File: src/rtl/program_counter_unit_pkg.sv
// Shared types for the FRANK program counter unit: sequencer state encoding,
// the control-flow request bundle and the clock-edge selector macro.
`ifndef PROGRAM_COUNTER_UNIT_PKG_SV
`define PROGRAM_COUNTER_UNIT_PKG_SV

// Clock-edge selector used by every sequential block of this unit.
`define PCU_CLK_EDGE posedge

package program_counter_unit_pkg;

    // Sequencer states.
    typedef enum logic [1:0] {
        RUN      = 2'd0,
        RET_WAIT = 2'd1,
        HALT     = 2'd2,
        FAULT    = 2'd3
    } pcu_state_t;

    // Control-flow requests in decreasing priority order (halt highest).
    typedef struct packed {
        logic halt;
        logic ret;
        logic call;
        logic jmp;
        logic brz;
        logic brc;
    } pcu_req_t;

endpackage

`endif

File: src/rtl/program_counter_unit_pc_next_mux.sv
// Next-PC selector: resolves the request priority and returns the next PC
// together with the qualified action taken.
// Ports:
//   pc, target        current PC and jump/branch/call destination
//   req               request bundle (halt > ret > call > jmp > brz > brc)
//   zero, carry       ALU flags for the conditional branches
//   full, empty       call-depth status
//   next_pc           PC to load when the sequencer advances
//   take_halt/call/ret/ovf/unf  resolved action qualifiers
module program_counter_unit_pc_next_mux
    import program_counter_unit_pkg::*;
#(
    parameter int unsigned data_width = 8
) (
    input  logic [data_width-1:0] pc,
    input  logic [data_width-1:0] target,
    input  pcu_req_t              req,
    input  logic                  zero,
    input  logic                  carry,
    input  logic                  full,
    input  logic                  empty,
    output logic [data_width-1:0] next_pc,
    output logic                  take_halt,
    output logic                  take_call,
    output logic                  take_ret,
    output logic                  take_ovf,
    output logic                  take_unf
);

    logic [data_width-1:0] pc_inc;

    // Plain increment wraps naturally at the data width.
    assign pc_inc = pc + data_width'(1);

    // Priority resolution.
    always_comb begin
        next_pc   = pc_inc;
        take_halt = 1'b0;
        take_call = 1'b0;
        take_ret  = 1'b0;
        take_ovf  = 1'b0;
        take_unf  = 1'b0;
        if (req.halt) begin
            next_pc   = pc;
            take_halt = 1'b1;
        end else if (req.ret) begin
            next_pc = pc;
            if (empty) begin
                take_unf = 1'b1;
            end else begin
                take_ret = 1'b1;
            end
        end else if (req.call) begin
            if (full) begin
                next_pc  = pc;
                take_ovf = 1'b1;
            end else begin
                next_pc   = target;
                take_call = 1'b1;
            end
        end else if (req.jmp) begin
            next_pc = target;
        end else if (req.brz) begin
            next_pc = zero ? target : pc_inc;
        end else if (req.brc) begin
            next_pc = carry ? target : pc_inc;
        end
    end

endmodule

File: src/rtl/program_counter_unit.sv
// Program counter and control-flow sequencer for the FRANK processor.
// Drives the instruction stack's PC/call/rtrn inputs and reloads the PC from
// the stack on return. Tracks call depth to flag overflow/underflow.
// Ports:
//   clk, rst                 clock, synchronous active-high reset
//   i_en                     advance enable in RUN
//   i_halt..i_brc            control-flow requests
//   i_zero, i_carry          ALU flags
//   i_target                 jump/branch/call destination
//   i_Stack                  return address from the stack
//   o_PC                     current PC
//   o_call, o_rtrn           stack push/pop strobes (combinational)
//   o_busy, o_halted         state decode
//   o_overflow, o_underflow  sticky depth faults
module program_counter_unit
    import program_counter_unit_pkg::*;
#(
    parameter int unsigned data_width = 8,
    parameter int unsigned addr_width = 4
) (
    input  logic                  clk,
    input  logic                  rst,
    input  logic                  i_en,
    input  logic                  i_halt,
    input  logic                  i_call,
    input  logic                  i_ret,
    input  logic                  i_jmp,
    input  logic                  i_brz,
    input  logic                  i_brc,
    input  logic                  i_zero,
    input  logic                  i_carry,
    input  logic [data_width-1:0] i_target,
    input  logic [data_width-1:0] i_Stack,
    output logic [data_width-1:0] o_PC,
    output logic                  o_call,
    output logic                  o_rtrn,
    output logic                  o_busy,
    output logic                  o_halted,
    output logic                  o_overflow,
    output logic                  o_underflow
);

    localparam int unsigned          DEPTH_W   = addr_width + 1;
    localparam logic [DEPTH_W-1:0]   DEPTH_MAX = DEPTH_W'(2 ** addr_width);

    pcu_state_t            state;
    pcu_state_t            state_next;
    pcu_req_t              req;
    logic [DEPTH_W-1:0]    depth;
    logic [data_width-1:0] next_pc;
    logic                  take_halt;
    logic                  take_call;
    logic                  take_ret;
    logic                  take_ovf;
    logic                  take_unf;
    logic                  advance;

    assign req = '{halt: i_halt, ret: i_ret, call: i_call,
                   jmp: i_jmp, brz: i_brz, brc: i_brc};

    // Requests only act in RUN with enable; reset masks them so no strobe
    // reaches the stack during a reset cycle.
    assign advance = (state == RUN) && i_en && !rst;

    program_counter_unit_pc_next_mux #(
        .data_width (data_width)
    ) u_pc_next_mux (
        .pc        (o_PC),
        .target    (i_target),
        .req       (req),
        .zero      (i_zero),
        .carry     (i_carry),
        .full      (depth == DEPTH_MAX),
        .empty     (depth == '0),
        .next_pc   (next_pc),
        .take_halt (take_halt),
        .take_call (take_call),
        .take_ret  (take_ret),
        .take_ovf  (take_ovf),
        .take_unf  (take_unf)
    );

    // State register.
    always_ff @(`PCU_CLK_EDGE clk) begin
        if (rst) begin
            state <= RUN;
        end else begin
            state <= state_next;
        end
    end

    // Next-state logic; HALT and FAULT are terminal until reset.
    always_comb begin
        state_next = state;
        case (state)
            RUN: begin
                if (advance) begin
                    if (take_halt) begin
                        state_next = HALT;
                    end else if (take_ret) begin
                        state_next = RET_WAIT;
                    end else if (take_ovf || take_unf) begin
                        state_next = FAULT;
                    end
                end
            end
            RET_WAIT: state_next = RUN;
            default:  state_next = state;
        endcase
    end

    // Output decode.
    always_comb begin
        o_call   = advance && take_call;
        o_rtrn   = advance && take_ret;
        o_busy   = (state != RUN);
        o_halted = (state == HALT);
    end

    // PC, depth counter and sticky fault flags.
    always_ff @(`PCU_CLK_EDGE clk) begin
        if (rst) begin
            o_PC        <= '0;
            depth       <= '0;
            o_overflow  <= 1'b0;
            o_underflow <= 1'b0;
        end else if (state == RET_WAIT) begin
            // Stack read data is valid one cycle after the pop strobe.
            o_PC <= i_Stack;
        end else if (advance) begin
            o_PC <= next_pc;
            if (take_call) begin
                depth <= depth + DEPTH_W'(1);
            end else if (take_ret) begin
                depth <= depth - DEPTH_W'(1);
            end
            if (take_ovf) begin
                o_overflow <= 1'b1;
            end
            if (take_unf) begin
                o_underflow <= 1'b1;
            end
        end
    end

endmodule

File: config.mk
export PLATFORM = sky130hd
export DESIGN_NAME = program_counter_unit
export DESIGN_NICKNAME = d
export VERILOG_FILES = /design/src/rtl/program_counter_unit_pkg.sv /design/src/rtl/program_counter_unit_pc_next_mux.sv /design/src/rtl/program_counter_unit.sv
export SDC_FILE = /design/constraint.sdc
export NUM_CORES = 1
export LEC_CHECK = 0
export ABC_CLOCK_PERIOD_IN_PS = 6600
export BUFFER_PORTS_ARGS = -buffer_cell sky130_fd_sc_hd__buf_2
export CAP_MARGIN = 0
export CELL_PAD_IN_SITES_DETAIL_PLACEMENT = 1
export CELL_PAD_IN_SITES_GLOBAL_PLACEMENT = 2
export CORE_MARGIN = 5
export CORE_UTILIZATION = 31
export CTS_BUF_LIST = sky130_fd_sc_hd__clkbuf_8
export CTS_CLUSTER_DIAMETER = 150
export CTS_CLUSTER_SIZE = 16
export DETAILED_ROUTE_END_ITERATION = 6
export GPL_ROUTABILITY_DRIVEN = 0
export PLACE_DENSITY_LB_ADDON = 0.1
export SETUP_SLACK_MARGIN = 0.5
export SKIP_CTS_REPAIR_TIMING = 1
export SLEW_MARGIN = 20
export SYNTH_ARGS = -nofsm -noshare
export SYNTH_HDL_FRONTEND = slang
export SYNTH_SLANG_ARGS = --single-unit
File: constraint.sdc
create_clock -name clk -period 6.6 [get_ports clk]
set_input_delay 0.99 -clock clk [delete_from_list [all_inputs] [get_ports clk]]
set_output_delay 0.99 -clock clk [all_outputs]
set_load 0.005 [all_outputs]
== Word level (Yosys, flattened, before mapping) ==
Cells that the tools add are included.
Word-level totals
  register bits: 17
  latch bits: 0
  memory bits (writable): 0
  memory bits (read-only): 0
  logic and storage cells: 67
  memories: 0
Operators by class
  $add $sub $neg: 3
  multipliers: 0
  div/mod/pow operators: 0
  order comparisons: 0
  equality and inequality tests: 8
  shifts and indexed selects: 0
  multiplexer cells: 33
  bitwise operators: 1
  reductions and logical operators: 17
Operators with widths (number)
  8-bit 2-to-1 mux: 11
  1-bit 2-to-1 mux: 15
  3-bit AND reduction: 4
  5-bit 2-to-1 mux: 2
  8-bit by 1-bit adder with 8-bit output (second input constant): 1
  2-bit 2-to-1 mux: 4
  2-bit nonzero test: 4
  5-bit by 1-bit adder with 5-bit output (second input constant): 1
  5-bit equality test (second input constant): 1
  5-bit zero test: 1
  5-bit by 1-bit subtractor with 5-bit output (second input constant): 1
  1-bit logical AND: 4
  2-bit by 1-bit != test with 1-bit output (second input constant): 2
  4-bit by 3-bit != test with 1-bit output (second input constant): 1
  2-bit one-hot mux with 2 select lines: 1
  4-bit AND reduction: 1
  3-bit != test (second input constant): 1
  2-bit by 1-bit equality test with 1-bit output (second input constant): 1
  2-bit equality test (second input constant): 1
  2-bit zero test: 1
  2-bit != test (second input constant): 1
  1-bit zero test: 1
  1-bit logical OR: 1
  1-bit inverter: 1

== Logic depth before layout (Yosys ltp) ==
Gate-level depths: netlist of the first run.
  word-level depth: 11
  depth in mapped cells: 8
  gate-level depth less buffers: 8

== Hierarchy ==
A second synthesis of the first run with hierarchy kept.
Second synthesis, totals
  cell total of the unflattened synthesis: 183
  area total of the unflattened synthesis: 1418.9 um2
Modules (own cells, without submodules)
  program_counter_unit: instances 1, cells each 96, area an instance 878.3 um2, sequential area each 340.3 um2
  program_counter_unit_pc_next_mux: instances 1, cells each 87, area an instance 540.5 um2, sequential area each 0.0 um2

== Least setup slack after synthesis of the first run ==
Ideal clock, no wire load.
  kind: input to output
  start point: input rst
  end point: output o_rtrn
  data arrival time: 1.851 ns
  required time: 5.610 ns
  path slack: 3.759 ns
  stages: 3
  path buffers: 1
  cell sequence: buf_2 > or4b_4 > nor3_1
Between the ends
  cells in the longest elaborated chain, start to end: 3
RTL lines
  from (decl): line program_counter_unit.sv:22  | input logic rst,
  1-bit zero test: line program_counter_unit.sv:63  | assign advance = (state == RUN) && i_en && !rst;
  1-bit logical AND: line program_counter_unit.sv:63
  1-bit logical AND: line program_counter_unit.sv:115  | o_rtrn = advance && take_ret;
  to (decl): line program_counter_unit.sv:36  | output logic o_rtrn,
Every way passes these cells.

== Worst setup path in the final report of the first run ==
Same ends and word-level chain as after synthesis.

==> impl_results.md, run 1 <==
* Result of the run: completed
* Post-synth design cell area at 1150 µm²
* Synthesized instance count at 136
* Leakage power at 0.677 nW
* Top area cells in the synthesized netlist: dfxtp_1 (30%), mux2i_1 (7.8%), nor2_1 (5.2%)
* Post-Layout Inst Area at 1420 µm²
* Net count of the finished layout at 208
* Worst clock skew at 5.19 ps
* Clk_lat worst skew at 250 ps
* Core region area at 3630 µm²
* Count of unresolved DRC violations after routing at 0
* Total GRT Usage at 0.144
* Share of flip-flops with an asynchronous set or reset at 0
* Instance area at placement at 1380 µm²
* Tcrit/Tclk final at 0.465
* Overall via count from detail_route at 1160
* Area grow syn2layout at 23.1%
* Path depth of the worst reg2reg path at 8
* Remaining antenna violation count after routing at 0
* Count of warnings emitted by yosys at 0
* CTS sink count at 17
* Worst min-delay path category: flip-flop to flip-flop
* Via count of the first global-routing pass at 1258
* Critical path type: input port to output port
* Initial core utilization at 0.317
* First-iteration detailed-routing DRC count at 25
* Routed wirelength normalized by instance count at 15.6 µm
* Portion of total power attributed to combinational logic at 0.202
* Synthesized flop and latch total at 17
* Post-synth top area cell: dfxtp_1
* Pins Over Slew Limit at 0
* Fmax at 0.326 GHz
* Internal power of the cells at 0.172 mW
* Count of flip-flops with a built-in enable after synthesis at 0
* VDD IR max at 0.0523 mV
* Power per unit of standard cell area at 168 nW/µm²
* Hold violation total from the final report at 0
* Slew @ Worst Pin at 760 ps
* Max-cap violations at 0
* Maximum net fanout on the critical path at 19
* Most common cell after layout, fill and taps aside: buf_2
* Proportion of power drawn by the clock network at 0.326
* Highest-count cells in the layout ignoring fill and taps: buf_2 (40), dfxtp_1 (17), nor2_1 (16)
* Pin count of the biggest net entering global routing at 20
* Final TNS setup at 0 ps
* Setup repair after global routing missed its margin: false
* Ports placed on the boundary at 41
* Proportion of total power due to net switching at 0.280
* Sequential share of the synthesized area at 0.295
* Fraction of post-synthesis cell area in the top cell type by area at 0.295
* Number of different library cells in the post-synthesis netlist at 46
* Required time of the worst setup path at 5610 ps
* Post-Route Utilization at 0.391
* NetSw at 0.0670 mW
* Half-perimeter wire length of the detailed placement result at 2720 µm
* Seq pwr share at 0.471
* Post-synthesis average cell area at 8.48 µm²
* TritonCTS clock tree: built
* Final global-route overflow total at 0
* # H-tree levels at 1
* Number of nets produced by synthesis at 168
* Count of inserted antenna diode cells at 0
* Final Setup Violations at 0
* Buffer type at the clock tree root: clkbuf_8
* Arrival time at the worst endpoint at 2080 ps
* Fraction of layout instances using a drive strength above 1 at 0.291
* Length of the first detailed-routing pass in iterations at 4
* Vias per Instance at 5.20
* CTS max path bufs at 2
* Placement Rows at 22
* Clock period minus worst slack at 3070 ps
* Depth of the worst hold-timing path at 2
* Global-route wire length before repair at 5870 µm
* Prevailing post-synth register cell: dfxtp_1
* Count of filler cells inserted in the layout at 461
* Antenna violations before repair at 0
* Total Routed Length at 3490 µm
* PnR Total Power at 0.239 mW
* Capturing element type of the critical path: output port
* Die X-Extent at 71 µm
* Worst-case headroom to the max-slew limit at 0.492
* Type of origin of the critical path: input port
* Buffers on Ports at 40
* Die extent in y at 71 µm
* Number of CTS-inserted buffers at 3
* Area of the die at 5040 µm²
* Clock transition time at the flip-flop clock pins of the worst setup and hold paths at 70 ps
[logic make-up (layout without fill, tap and decap cells)]
logic type / count (synthesis) / after routing / share of synthesized area
buffers and inverters: 8 / 47 / 0.0434
AOI/OAI and AO/OA: 37 / 37 / 0.235
adders and majority gates: 5 / 5 / 0.0607
and+or+nand+nor: 54 / 54 / 0.242
muxes: 9 / 9 / 0.0781
DFF: 17 / 17 / 0.295
xor gates and xnor gates: 6 / 6 / 0.0456
[per-layer routing]
layer  track usage  vias to the layer above  routed length [µm]
li1              -                      582                   -
met1         0.164                      556                1510
met2         0.270                       20                1830
met3        0.0241                        2                 124
met4        0.0438                        0                  27
met5             0                        -                   0
[cell type report]
| class | count | area [µm²] | area share |
|---|---|---|---|
| clock buffer | 3 | 41.3 | 0.0291 |
| clock inverter | 1 | 3.75 | 0.00264 |
| inverter | 3 | 11.3 | 0.00793 |
| multi-input combinational | 111 | 763 | 0.537 |
| sequential | 17 | 340 | 0.240 |
| tap | 48 | 60.1 | 0.0423 |
| timing repair buffer | 40 | 200 | 0.141 |
[final timing paths]
check	startpoint	to	slack, ps
setup / recovery	rst	o_rtrn	3530
hold / removal	o_underflow	o_underflow	500
setup reg to reg	depth[0]	depth[4]	3820
hold reg to reg	o_underflow	o_underflow	500
[metrics by stage]
stage	worst slack (ps)	std cells	hold WS (ps)
after floorplan	3760	136	449
after global placement	3550	219	453
after detailed placement	3480	219	471
after CTS	3510	223	490
after global routing	3440	223	509
final	3530	223	498
[power by group through the flow]
stage | Sequential [mW] | Combinational (mW) | Clock (mW)
2_1_floorplan | 0.114 | 0.0308 | 0
3_3_place_gp | 0.115 | 0.0471 | 0
3_5_place_dp | 0.115 | 0.0490 | 0
4_1_cts | 0.113 | 0.0492 | 0.0820
5_1_grt | 0.114 | 0.0543 | 0.0871
6_report | 0.113 | 0.0484 | 0.0780
[flip-flops by register name (all words and copies together) (netlist names)]
register	flops
o_PC	8
depth	5
state	2
o_overflow	1
o_underflow	1
[synthesized netlist by cell type (2+ instances only)]
library cell / number
a211o_1: 3
a211oi_1: 3
a21o_1: 3
a21oi_1: 10
a31oi_1: 3
and3_1: 3
dfxtp_1: 17
ha_1: 4
inv_1: 3
mux2i_1: 9
nand2_1: 10
nand3_1: 7
nor2_1: 16
nor3_1: 3
nor4_1: 3
o211a_1: 3
o21ai_0: 3
xnor2_1: 2
xor2_1: 4
[critical path, stage by stage]
cell	delay [ps]
buf_2	230
or4b_4	540
nor3_1	180
buf_2	140
Power figures use the tool's default switching activity.
==> inputs of run 2 (changes only) <==
--- a/config.mk
+++ b/config.mk
@@ -5,13 +5,13 @@
 export SDC_FILE = /design/constraint.sdc
 export NUM_CORES = 1
 export LEC_CHECK = 0
-export ABC_CLOCK_PERIOD_IN_PS = 6600
+export ABC_CLOCK_PERIOD_IN_PS = 2600
 export BUFFER_PORTS_ARGS = -buffer_cell sky130_fd_sc_hd__buf_2
 export CAP_MARGIN = 0
 export CELL_PAD_IN_SITES_DETAIL_PLACEMENT = 1
 export CELL_PAD_IN_SITES_GLOBAL_PLACEMENT = 2
 export CORE_MARGIN = 5
-export CORE_UTILIZATION = 31
+export CORE_UTILIZATION = 26
 export CTS_BUF_LIST = sky130_fd_sc_hd__clkbuf_8
 export CTS_CLUSTER_DIAMETER = 150
 export CTS_CLUSTER_SIZE = 16
==> constraint.sdc (replaced) <==
create_clock -name clk -period 2.6 [get_ports clk]
set_input_delay 0.39 -clock clk [delete_from_list [all_inputs] [get_ports clk]]
set_output_delay 0.39 -clock clk [all_outputs]
set_load 0.005 [all_outputs]
==> impl_results.md, run 2 (same netlist as run 1, synthesis figures left out) <==
* Result of the run: completed
* Type of origin of the critical path: flip-flop
* Net count of the finished layout at 218 (+4.8%)
* Dominant cell type by count on the critical path: a21oi_2
* Die extent in y at 76.6 µm (+7.9%)
* Worst Hold Endpoint: o_PC[1]
* Pin count of the biggest net entering global routing at 15 (-25%)
* Die X-Extent at 76.6 µm (+7.9%)
* Placement Rows at 24 (+9.1%)
* Instance area at placement at 1430 µm² (+4.1%)
* Routed wirelength normalized by instance count at 15.3 µm (-2.2%)
* Post-Layout Inst Area at 1540 µm² (+8.3%)
* Top register by number of flip-flops: o_PC
* Fmax at 0.428 GHz
* Most common cell after layout, fill and taps aside: buf_2
* Arrival time at the worst endpoint at 2530 ps (+450 ps)
* Internal power of the cells at 0.446 mW (+160%)
* Final TNS setup at 0 ps (unchanged)
* Proportion of power drawn by the clock network at 0.321 (-0.005)
* Worst reg2reg path startpoint: depth[0]
* Path depth of the worst reg2reg path at 9 (+1)
* PnR Total Power at 0.623 mW (+160%)
* Highest-count cells in the layout ignoring fill and taps: buf_2 (40), nor2_1 (16), dfxtp_1 (15)
* Clock period minus worst slack at 2340 ps
* NetSw at 0.176 mW (+160%)
* TritonCTS clock tree: built
* Final Setup Violations at 0 (unchanged)
* Worst-case headroom to the max-slew limit at 0.718 (+0.227)
* Capturing element type of the critical path: flip-flop
* Placed cell count at 229 (+4.6%)
* Max-cap violations at 0 (unchanged)
* Proportion of total power due to net switching at 0.283 (+0.00303)
* # H-tree levels at 1 (unchanged)
* Depth of the worst hold-timing path at 3 (+1)
* Length of the first detailed-routing pass in iterations at 3 (-1)
* Post-Route Utilization at 0.356 (-0.0352)
* Core region area at 4320 µm² (+19%)
* Half-perimeter wire length of the detailed placement result at 2810 µm (+3.3%)
* Global-route wire length before repair at 5840 µm (-0.58%)
* CTS sink count at 17 (unchanged)
* Dominant delay contributor by cell family on the critical path: simple AND/OR/NAND/NOR gates
* CTS max path bufs at 2 (unchanged)
* Final instance count without filler cells at 237 (+6.3%)
* Seq pwr share at 0.456 (-0.015)
* Count of inserted antenna diode cells at 0 (unchanged)
* Fraction of layout instances using a drive strength above 1 at 0.373 (+0.0815)
* VDD IR max at 0.117 mV (+120%)
* Total GRT Usage at 0.122 (-0.0221)
* Buffer type at the clock tree root: clkbuf_8
* Overall via count from detail_route at 1209 (+4.2%)
* Count of unresolved DRC violations after routing at 0 (unchanged)
* Slew @ Worst Pin at 420 ps (-340 ps)
* Power per unit of standard cell area at 405 nW/µm² (+140%)
* Startpoint of the most critical setup path: depth[0]
* Critical path type: flip-flop to flip-flop
* Buffers on Ports at 40 (unchanged)
* Hold violation total from the final report at 0 (unchanged)
* First-iteration detailed-routing DRC count at 36 (+44%)
* Worst reg2reg endpoint: depth[4]
* Buffers & Inverters on Critical Path at 1 (-1)
* Final global-route overflow total at 0 (unchanged)
* Worst hold start: i_Stack[1]
* Via count of the first global-routing pass at 1226 (-2.5%)
* Worst clock skew at 2.22 ps (-2.97 ps)
* Ordered list of cells on the worst path: or4_4 > o211ai_1 > buf_4 > fa_2 > a21o_1 > a21oi_2 > xor2_1 > or3_1 > a21oi_2
* R2R Setup Slk at 260 ps (-3560 ps)
* Ports placed on the boundary at 41 (unchanged)
* Area of the die at 5870 µm² (+16%)
* Leading registers by flop count: o_PC: 8 flops, depth: 5 flops, state: 2 flops
* Leakage power at 0.727 nW (+7.5%)
* Pins Over Slew Limit at 0 (unchanged)
* Portion of total power attributed to combinational logic at 0.223 (+0.021)
* Antenna violations before repair at 0 (unchanged)
* Maximum net fanout on the critical path at 4 (-15)
* Remaining antenna violation count after routing at 0 (unchanged)
* Initial core utilization at 0.267 (-0.0507)
* Worst min-delay path category: input port to flip-flop
* Max FFs per register at 8 (unchanged)
* Tcrit/Tclk final at 0.899
* Required time of the worst setup path at 2790 ps (-2820 ps)
* Area grow syn2layout at 33.3%
* Clock transition time at the flip-flop clock pins of the worst setup and hold paths at 70 ps (about the same)
* Setup repair after global routing missed its margin: true
* Total Routed Length at 3630 µm (+4.0%)
* Delay contributed by the slowest stage of the critical path at 540 ps (about the same)
* Number of CTS-inserted buffers at 3 (unchanged)
* Clk_lat worst skew at 250 ps (about the same)
* Worst path slowest cell: or4_4
* Vias per Instance at 5.10 (-1.9%)
==> run 2: cell count changes in the layout (fill, tap and decap cells not counted), moves of 2 or more <==
cell     previous run  this run
dfxtp_4             0         2
a21oi_1            10         8
buf_4               0        10
dfxtp_1            17        15
a21oi_2             0         2
==> run 2: cell type report <==
class	count	area, µm²
Sequential cell	17	348
Timing Repair Buffer	50	275
Clock inverter	1	3.75
Clock buffer	3	41.3
Fill cell	540	2790
Multi-Input combinational cell	111	793
Tap cell	52	65.1
Inverter	3	11.3
==> run 2: power by group through the flow <==
stage | clock network (mW) | registers, mW | logic (mW)
6_report | 0.200 | 0.284 | 0.139
5_1_grt | 0.226 | 0.286 | 0.156
4_1_cts | 0.216 | 0.286 | 0.133
3_5_place_dp | 0 | 0.292 | 0.132
3_3_place_gp | 0 | 0.291 | 0.127
2_1_floorplan | 0 | 0.289 | 0.0790
==> run 2: metrics by stage <==
stage / hold slack, ps / setup WS [ps]
global placement: 447 / 290
floorplan: 449 / 157
detailed placement: 444 / 165
CTS: 370 / 197
finish: 378 / 262
global route: 365 / 140
==> run 2: how the worst max path moves through the flow <==
| stage | endpoint | slack, ps | cells after the start |
|---|---|---|---|
| floorplan | depth[4] | 160 | 8 |
| detailed placement | depth[4] | 160 | 10 |
| finish | depth[4] | 260 | 9 |
| global route | depth[4] | 140 | 9 |
| CTS | depth[4] | 200 | 8 |
| global placement | depth[4] | 290 | 10 |
==> run 2: worst register-to-register path: cells and delay by family, from the launching register on <==
kind	cells	cell delay, ps
flip-flops	1	350
AO/OA/AOI/OAI	4	530
adder cells (fa/ha/maj)	1	220
XOR/XNOR	1	140
AND/OR/NAND/NOR	2	860
buffers and inverters	1	180
==> run 2: routing by layer <==
metal	routed length, µm	vias up	share of wire	track usage
li1	-	603	-	-
met1	1590	586	0.44	0.143
met2	1890	18	0.52	0.215
met3	127	2	0.035	0.0272
met4	23	0	0.0063	0.0420
met5	0	-	0	0
